$ cat config.mk
export PLATFORM = sky130hd
export DESIGN_NAME = id_stage
export DESIGN_NICKNAME = d
export VERILOG_FILES = /design/src/rtl/id_stage_pkg.sv /design/src/rtl/id_regfile.sv /design/src/rtl/id_stage.sv
export SDC_FILE = /design/constraint.sdc
export NUM_CORES = 2
export LEC_CHECK = 0
export CAP_MARGIN = 25
export CORE_ASPECT_RATIO = 0.5
export CORE_UTILIZATION = 40
export CTS_CLUSTER_SIZE = 25
export DETAILED_ROUTE_END_ITERATION = 7
export RECOVER_POWER = 100
export REMOVE_ABC_BUFFERS = 1
export SYNTH_ARGS = -nofsm -noshare
export SYNTH_HDL_FRONTEND = slang
export SYNTH_SLANG_ARGS = --single-unit
$ cat constraint.sdc
create_clock -name CLK -period 4.05 [get_ports CLK]
set_input_delay 0.405 -clock CLK [delete_from_list [all_inputs] [get_ports CLK]]
set_output_delay 0.405 -clock CLK [all_outputs]
set_load 0.005 [all_outputs]
$ cat src/rtl/id_stage_pkg.sv
// Shared definitions for the MIPS instruction-decode stage: default sizes,
// opcode constants, instruction field positions and small decode helpers.
package id_stage_pkg;

   // Default architectural sizes
   localparam int DEF_NREG = 32;
   localparam int DEF_XLEN = 32;
   localparam int REG_AW   = 5;

   // Opcodes the decode stage treats specially
   localparam logic [5:0] OP_RTYPE = 6'h00;
   localparam logic [5:0] OP_BEQ   = 6'h04;
   localparam logic [5:0] OP_BNE   = 6'h05;
   localparam logic [5:0] OP_SW    = 6'h2B;
   localparam logic [5:0] OP_ANDI  = 6'h0C;
   localparam logic [5:0] OP_ORI   = 6'h0D;
   localparam logic [5:0] OP_XORI  = 6'h0E;
   localparam logic [5:0] OP_LUI   = 6'h0F;

   // Instruction field bit positions
   localparam int OPC_HI = 31;
   localparam int OPC_LO = 26;
   localparam int RS_HI  = 25;
   localparam int RS_LO  = 21;
   localparam int RT_HI  = 20;
   localparam int RT_LO  = 16;
   localparam int RD_HI  = 15;
   localparam int RD_LO  = 11;
   localparam int SH_HI  = 10;
   localparam int SH_LO  = 6;
   localparam int FN_HI  = 5;
   localparam int FN_LO  = 0;
   localparam int IMM_HI = 15;
   localparam int IMM_LO = 0;

   // Immediate extension: logical ops zero-extend, lui shifts up, all else sign-extend
   function automatic logic [31:0] ext_imm(input logic [5:0] op, input logic [15:0] imm);
      logic [31:0] res;
      case (op)
         OP_ANDI, OP_ORI, OP_XORI: res = {16'h0000, imm};
         OP_LUI:                   res = {imm, 16'h0000};
         default:                  res = {{16{imm[15]}}, imm};
      endcase
      return res;
   endfunction

   // Instructions that read rt as a source operand (R-type, branches, store)
   function automatic logic op_uses_rt(input logic [5:0] op);
      logic res;
      case (op)
         OP_RTYPE, OP_BEQ, OP_BNE, OP_SW: res = 1'b1;
         default:                         res = 1'b0;
      endcase
      return res;
   endfunction

endpackage

$ cat src/rtl/id_regfile.sv
// 32x32 register file for the decode stage: synchronous reset and write,
// two asynchronous read ports, register 0 hardwired to zero.
// Optional macro WB_BYPASS_EN forwards a same-cycle writeback onto the read ports.
module id_regfile
   import id_stage_pkg::*;
#(
   parameter int NREG = DEF_NREG,
   parameter int XLEN = DEF_XLEN,
   parameter int AW   = REG_AW
) (
   input  logic            clk,
   input  logic            rst,
   input  logic            we,
   input  logic [AW-1:0]   waddr,
   input  logic [XLEN-1:0] wdata,
   input  logic [AW-1:0]   ra_addr,
   input  logic [AW-1:0]   rb_addr,
   output logic [XLEN-1:0] ra_data,
   output logic [XLEN-1:0] rb_data
);

   logic [XLEN-1:0] regs_q [NREG];
   logic [XLEN-1:0] regs_d [NREG];
   logic            wr_en;

   // A write to register 0 is dropped so that entry never leaves zero
   assign wr_en = we & (waddr != {AW{1'b0}});

   // Next-state of the storage array: apply the single write port
   always_comb begin
      regs_d = regs_q;
      if (wr_en) begin
         regs_d[waddr] = wdata;
      end else begin
         regs_d = regs_q;
      end
   end

   // Storage update with synchronous clear of every entry
   always_ff @(posedge clk) begin
      if (rst) begin
         for (int i = 0; i < NREG; i++) begin
            regs_q[i] <= {XLEN{1'b0}};
         end
      end else begin
         regs_q <= regs_d;
      end
   end

   // Read port A: register 0 reads zero, optional same-cycle forwarding
   always_comb begin
      ra_data = {XLEN{1'b0}};
      if (ra_addr == {AW{1'b0}}) begin
         ra_data = {XLEN{1'b0}};
      end
`ifdef WB_BYPASS_EN
      else if (wr_en && (waddr == ra_addr)) begin
         ra_data = wdata;
      end
`endif
      else begin
         ra_data = regs_q[ra_addr];
      end
   end

   // Read port B: same behaviour as port A
   always_comb begin
      rb_data = {XLEN{1'b0}};
      if (rb_addr == {AW{1'b0}}) begin
         rb_data = {XLEN{1'b0}};
      end
`ifdef WB_BYPASS_EN
      else if (wr_en && (waddr == rb_addr)) begin
         rb_data = wdata;
      end
`endif
      else begin
         rb_data = regs_q[rb_addr];
      end
   end

endmodule

$ cat src/rtl/id_stage.sv
// MIPS instruction-decode stage: IF/ID pipeline register with flush/stall,
// field decode, immediate extension, register-file read and load-use hazard
// detection against EX. Optional macro WB_BYPASS_EN enables writeback
// forwarding inside the register file.
module id_stage
   import id_stage_pkg::*;
#(
   parameter int NREG = DEF_NREG,
   parameter int XLEN = DEF_XLEN
) (
   input  logic            CLK,
   input  logic            RST,
   input  logic [31:0]     Ins,
   input  logic [31:0]     nextPC,
   input  logic            flush,
   input  logic            ex_MemRead,
   input  logic [4:0]      ex_rt,
   input  logic            wb_WE,
   input  logic [4:0]      wb_addr,
   input  logic [XLEN-1:0] wb_data,
   output logic            stall,
   output logic            id_valid,
   output logic [31:0]     id_PC4,
   output logic [5:0]      opcode,
   output logic [4:0]      rs,
   output logic [4:0]      rt,
   output logic [4:0]      rd,
   output logic [4:0]      shamt,
   output logic [5:0]      funct,
   output logic [XLEN-1:0] rs_data,
   output logic [XLEN-1:0] rt_data,
   output logic [31:0]     imm_ext
);

   logic [31:0] ifid_ins_q, ifid_ins_d;
   logic [31:0] ifid_pc4_q, ifid_pc4_d;
   logic        ifid_v_q,   ifid_v_d;
   logic        hz_rs;
   logic        hz_rt;

   // IF/ID next state: flush kills, stall holds, otherwise accept from fetch
   always_comb begin
      ifid_ins_d = ifid_ins_q;
      ifid_pc4_d = ifid_pc4_q;
      ifid_v_d   = ifid_v_q;
      if (flush) begin
         ifid_ins_d = 32'h0000_0000;
         ifid_pc4_d = 32'h0000_0000;
         ifid_v_d   = 1'b0;
      end else if (stall) begin
         ifid_ins_d = ifid_ins_q;
         ifid_pc4_d = ifid_pc4_q;
         ifid_v_d   = ifid_v_q;
      end else begin
         ifid_ins_d = Ins;
         ifid_pc4_d = nextPC;
         ifid_v_d   = 1'b1;
      end
   end

   // IF/ID pipeline register with synchronous reset
   always_ff @(posedge CLK) begin
      if (RST) begin
         ifid_ins_q <= 32'h0000_0000;
         ifid_pc4_q <= 32'h0000_0000;
         ifid_v_q   <= 1'b0;
      end else begin
         ifid_ins_q <= ifid_ins_d;
         ifid_pc4_q <= ifid_pc4_d;
         ifid_v_q   <= ifid_v_d;
      end
   end

   // Field decode straight from the latched instruction
   assign opcode  = ifid_ins_q[OPC_HI:OPC_LO];
   assign rs      = ifid_ins_q[RS_HI:RS_LO];
   assign rt      = ifid_ins_q[RT_HI:RT_LO];
   assign rd      = ifid_ins_q[RD_HI:RD_LO];
   assign shamt   = ifid_ins_q[SH_HI:SH_LO];
   assign funct   = ifid_ins_q[FN_HI:FN_LO];
   assign imm_ext = ext_imm(ifid_ins_q[OPC_HI:OPC_LO], ifid_ins_q[IMM_HI:IMM_LO]);
   assign id_PC4  = ifid_pc4_q;

   // Load-use hazard: the load in EX targets a register this instruction reads.
   // EX sees a bubble next cycle, so the stall clears by itself after one cycle.
   always_comb begin
      hz_rs = (ex_rt == rs);
      hz_rt = op_uses_rt(opcode) & (ex_rt == rt);
      stall = ifid_v_q & ex_MemRead & (ex_rt != 5'd0) & (hz_rs | hz_rt);
   end

   // A stalled cycle is presented downstream as a bubble
   assign id_valid = ifid_v_q & ~stall;

   id_regfile #(
      .NREG (NREG),
      .XLEN (XLEN),
      .AW   (REG_AW)
   ) u_regfile (
      .clk     (CLK),
      .rst     (RST),
      .we      (wb_WE),
      .waddr   (wb_addr),
      .wdata   (wb_data),
      .ra_addr (rs),
      .rb_addr (rt),
      .ra_data (rs_data),
      .rb_data (rt_data)
   );

endmodule
Word-level counts from Yosys, hierarchy flattened. Cells that the tools add are included.

Register bits: 1089. Bits of input ports: 111. Output and inout bits: 162. Logic and storage cells: 81.

Order comparisons: 4. Equal/unequal tests: 9. Multiplexer cells: 13. Bitwise logic cells: 11. Reductions and logical operators: 9.

Operator list (number): bitwise mux 1024 bit (1); binary-select mux 32 bit (select 5 bit) (2); 2-to-1 mux 32 bit (7); demux 32 bit (select 5 bit) (1); case mux 32 bit (2 select lines) (1); equality test 6 x 4 -> 1 bit (second input constant) (4); greater-or-equal comparator 6 bit (second input constant) (3); NOT 5 -> 6 bit (3); equality test 6 x 3 -> 1 bit (second input constant) (2); equality test 5 bit (2); logical NOT 5 bit (2); nonzero test 5 bit (2); AND 1 bit (6); equality test 6 bit (second input constant) (1); logical NOT 6 bit (1); less-than comparator 6 x 1 -> 1 bit (second input constant) (1); OR reduction 4 bit (1); OR reduction 3 bit (1); OR reduction 2 bit (1); logical AND 1 bit (1); 2-to-1 mux 1 bit (1); NOT 1 bit (1); bitwise OR 1 bit (1).

Longest topological paths before layout.
Word-level depth: 8. Mapped depth: 9. Depth with buffers taken out: 5.

Cells and area by module. Synthesis repeated with hierarchy kept, for this count alone.

Cells, all modules: 6216. Area total of the unflattened synthesis: 54593.6 um2.

Modules (own cells, without submodules): id_regfile (instances 1, cells each 5860, area an instance 51546.9 um2, sequential area each 20499.7 um2); id_stage (instances 1, cells each 356, area an instance 3046.7 um2, sequential area each 1301.2 um2).

Least setup slack after synthesis. No wires, ideal clock.

Path kind: reg2out. Start point: reg ifid_ins_q[23]. End point: out rs_data[18]. Arrival time: 1.926 ns. Setup slack: 1.719 ns. Stages on the path, launching flop included: 8. Cells stage by stage: dfxtp_1 -> buf_2 -> buf_2 -> clkbuf_1 -> mux4_2 -> a22o_1 -> a2111oi_0 -> nor3_1.

Longest elaborated chain between the ends: 5.

RTL lines: start: declaration (line id_stage.sv:35) `logic [31:0] ifid_ins_q, ifid_ins_d;`; start signal: assignment (line id_stage.sv:68) `ifid_ins_q <= ifid_ins_d;`; NOT 5 -> 6 bit (not written as such) (line id_regfile.sv:62) `ra_data = regs_q[ra_addr];`; binary-select mux 32 bit (select 5 bit) (line id_regfile.sv:62); 2-to-1 mux 32 bit (not written as such) (2 in a row) (line id_regfile.sv:62); 2-to-1 mux 32 bit (*) (line id_regfile.sv:53) `if (ra_addr == {AW{1'b0}}) begin`; end: declaration (line id_stage.sv:30) `output logic [XLEN-1:0] rs_data,`.

Mark *: on every way between the ends. The rest lies on a longest branch, timed or not. The select of a mux whose other input is x is not followed.

Worst setup path in the final report.
Start point: reg ifid_ins_q[22]. End point: reg ifid_ins_q[24].

Longest elaborated chain between the ends: 3.

RTL lines: equality test 5 bit (line id_stage.sv:87) `hz_rs = (ex_rt == rs);`; bitwise OR 1 bit (line id_stage.sv:89) `stall = ifid_v_q & ex_MemRead & (ex_rt != 5'd0) & (hz_rs | hz_rt);`; AND 1 bit (line id_stage.sv:89).

Every way passes these cells. A chain may end at the register's enable or synchronous reset.

==> results.sh <==
export IMPL_status="complete, but fails checks"
export IMPL_violations="max-capacitance violations, max-slew violations, negative setup slack"
export IMPL_path_cells="buf_16 -> xnor2_1 -> nand3_1 -> nor3_2 -> o2bb2ai_4 -> clkbuf_4 -> mux2i_1"
export IMPL_drive_above_1_share=0.149
export IMPL_num_rows=94
export IMPL_grtUsageTotal=0.342
export IMPL_core_sq_um=133000
export IMPL_utilization=0.478
export IMPL_maxSlewViolCount=1644
export IMPL_finalNonFillerCells=8082
export IMPL_fin_worst_skew_ps=46.0
export IMPL_dp_cells=7844
export IMPL_ant_nets=0
export IMPL_ioPinCount=273
export IMPL_synthCells=6189
export IMPL_hpwl_mm=137
export IMPL_worst_pin_slew_ps=3160
export IMPL_worstReg2RegStart="ifid_ins_q[22]"
export IMPL_ys_seq_area_frac=0.403
export IMPL_clock_fmax_mhz=244
export IMPL_critPathMaxStageDelay_ps=900
export IMPL_final_cell_area_sq_um=63500
export IMPL_finalNetCount=6319
export IMPL_cp_arrival_ps=4660
export IMPL_start_util=0.407
export IMPL_critPathKind="reg2reg"
export IMPL_synth_cell_types=44
export IMPL_clkSinkCount=1089
export IMPL_cp_num_cells=7
export IMPL_cp_max_fo=51
export IMPL_die_x_um=522
export IMPL_hold_buffers=0
export IMPL_synth_ff_type="dfxtp_1"
export IMPL_peakVddDrop_mv=0.321
export IMPL_synth_edf_count=0
export IMPL_dieArea_sq_um=137000
export IMPL_nFillCells=12300
export IMPL_hold_viol=0
export IMPL_finalCriticalPeriod_ps=4100
export IMPL_timing_final_crit_share=1.01
export IMPL_start_kind="register"
export IMPL_p_per_area_nw_per_um2=368
export IMPL_setup_viol=9
export IMPL_cp_top_family="buffers and inverters"
export IMPL_worst_path_buf_inv=2
export IMPL_avgRoutedWirePerCell_um=29.9
export IMPL_p_leak_nw=19.7
export IMPL_htreeDepth=3
export IMPL_grt_overflow=0
export IMPL_via_per_inst=6.42
export IMPL_clock_latency_ps=760
export IMPL_ys_seq_elements=1089
export IMPL_grt_max_degree=204
export IMPL_drtIter0Drc=8452
export IMPL_cts_path_max_buffers=3
export IMPL_placedInstanceArea_sq_um=59600
export IMPL_first_global_vias=48600
export IMPL_synth_warnings=0
export IMPL_antenna_found_initial=13
export IMPL_areaGrowthSynthToFinish_pct=17.4
export IMPL_dieHeight_um=262
export IMPL_r2r_cells=7
export IMPL_syn_area_sq_um=54100
export IMPL_slew_headroom=-1.11
export IMPL_portBuffers=272
export IMPL_rsz0062_at_grt="yes"
export IMPL_drc=0
export IMPL_crit_path_start="ifid_ins_q[22]"
export IMPL_cap_violations=32
export IMPL_hold_class="in2reg"
export IMPL_dr_total_vias=51900
export IMPL_rrSetupSlack_ps=-50
export IMPL_slowest_stage="mux2i_1"
export IMPL_cts_tree="done"
export IMPL_clk_pin_slew_ps=70
export IMPL_setup_slack_ps=-50.1
export IMPL_drt_wl_total_mm=242
export IMPL_endpoint_kind="register"
export IMPL_drt_pass1_iterations=8
export IMPL_synthArstFlopShare=0
export IMPL_synth_avg_cell_area_sq_um=8.74
export IMPL_hp_start="Ins[9]"
export IMPL_root_buffer="clkbuf_16"
export IMPL_endpoint="ifid_ins_q[24]"
export IMPL_worstReg2RegEnd="ifid_ins_q[24]"
export IMPL_required_ps=4610
export IMPL_gp_congestion=0.904
export IMPL_grt_first_pass_wirelength_mm=340
export IMPL_cts_buffers=103
export IMPL_tns_ps=-206
==> metal layers <==
metal,GRT usage,wire length (um),share of wire,up-vias
met5,0,58,0.00024,-
met4,0.201,16900,0.070,8
met3,0.114,35600,0.15,963
met2,0.500,101000,0.42,4077
met1,0.440,89000,0.37,25100
li1,-,-,-,21700
==> flip-flops by register name (all words and copies together) (netlist names) <==
signal            count
u_regfile.regs_q   1024
id_PC4               32
ifid_ins_q           32
ifid_v_q              1
==> cell usage after synthesis (35+ instances only) <==
cell type / count / share of area
a2111oi_0: 54 / 0.0087
a211oi_1: 62 / 0.0086
a21oi_1: 996 / 0.092
a22o_1: 124 / 0.020
buf_2: 96 / 0.0089
buf_6: 35 / 0.0073
clkbuf_1: 463 / 0.032
dfxtp_1: 1089 / 0.40
mux2i_1: 315 / 0.058
mux4_2: 386 / 0.16
nand2_1: 2154 / 0.15
nor2_1: 38 / 0.0026
nor2b_1: 55 / 0.0064
nor3_1: 66 / 0.0061
o221ai_1: 62 / 0.010
o22ai_1: 64 / 0.0074
==> how the worst min path moves through the flow <==
stage / endpoint / slack (ps) / cells past startpoint
after floorplan: u_regfile.regs_q[100] / 440 / 2
final: ifid_ins_q[9] / 230 / 3
after global routing: ifid_ins_q[9] / 200 / 3
after global placement: id_PC4[16] / 440 / 2
after CTS: u_regfile.regs_q[573] / 100 / 2
after detailed placement: id_PC4[16] / 450 / 2
==> through the flow <==
step	hold WS (ps)	total power (W)	setup slack, ps
after global placement	445	0.0130	415
after CTS	104	0.0233	-77.1
after floorplan	437	0.0120	-14080
final	231	0.0234	-50.1
after global routing	200	0.0239	-76.9
after detailed placement	453	0.0131	423
==> where the power goes <==
part	leakage (nW)	total, W	switching (W)	internal [W]
sequential	8.79	0.0109	0.0000942	0.0108
combinational	9.18	0.00209	0.00135	0.000736
clock	1.72	0.0104	0.00471	0.00569
total	19.7	0.0234	0.00615	0.0172
==> tightest hold or removal path: stages <==
cell and delay [ps]:
clkdlybuf4s50_1 400, nand2_1 50, mux2i_1 50
==> what timing repair did <==
action | in CTS | in global routing
gates resized for setup | 35 | 43
buffers inserted | 11 | 12
endpoints found under the setup margin | 34 | 37
cloned | 2 | 3
pin swaps | 2 | 1
==> cells by family (layout without fill, tap and decap cells) <==
kind of cell           after synthesis  after routing  synth area share
AND/OR/NAND/NOR                   2350           2351             0.169
buffers and inverters              641            746            0.0538
XOR/XNOR                            10             10           0.00162
flip-flops                        1089           1089             0.403
other                                0             11                 0
multiplexers                       701            701             0.219
AO/OA/AOI/OAI                     1398           1398             0.153
==> cell usage in the layout (no fill, tap or decap), drive strengths merged, types with 2 or more instances in the layout <==
master         Yosys  final
nand3b             3      3
nor2              38     38
or2                3      3
xnor2              3      3
and3               2      2
mux4             386    386
clkdlybuf4s50      0    179
dlygate4sd3        0     92
a32oi              2      2
nand3              4      4
clkinv             0     19
nor2b             55     55
a21oi            996    996
nor3              66     66
a22o             124    124
a31oi              2      2
clkinvlp           0      4
mux2i            315    315
or3b               4      5
nand2           2154   2154
inv                3     12
xor2               7      7
dfxtp           1089   1089
a311oi             2      2
o22ai             64     64
o221ai            62     62
a21o              17     17
nor3b              2      2
clkbuf           463    197
nor4               2      2
a211oi            62     62
or3                3      3
buf              175    233
and3b              4      4
and2               7      7
diode              0     11
bufinv             0      9
a2111oi           62     62
==> area by class of cell <==
class / count / area [sq um] / area share
well taps: 1776 / 2220 / 0.0350
multi-input cells: 4460 / 29900 / 0.471
repair buffers: 551 / 5970 / 0.0939
flip-flops and latches: 1089 / 21800 / 0.344
inverters: 3 / 11.3 / 0.000177
diodes: 11 / 27.5 / 0.000433
clock buffers: 151 / 2960 / 0.0466
clock inverters: 41 / 567 / 0.00892
(Power assumes the default switching activity.)
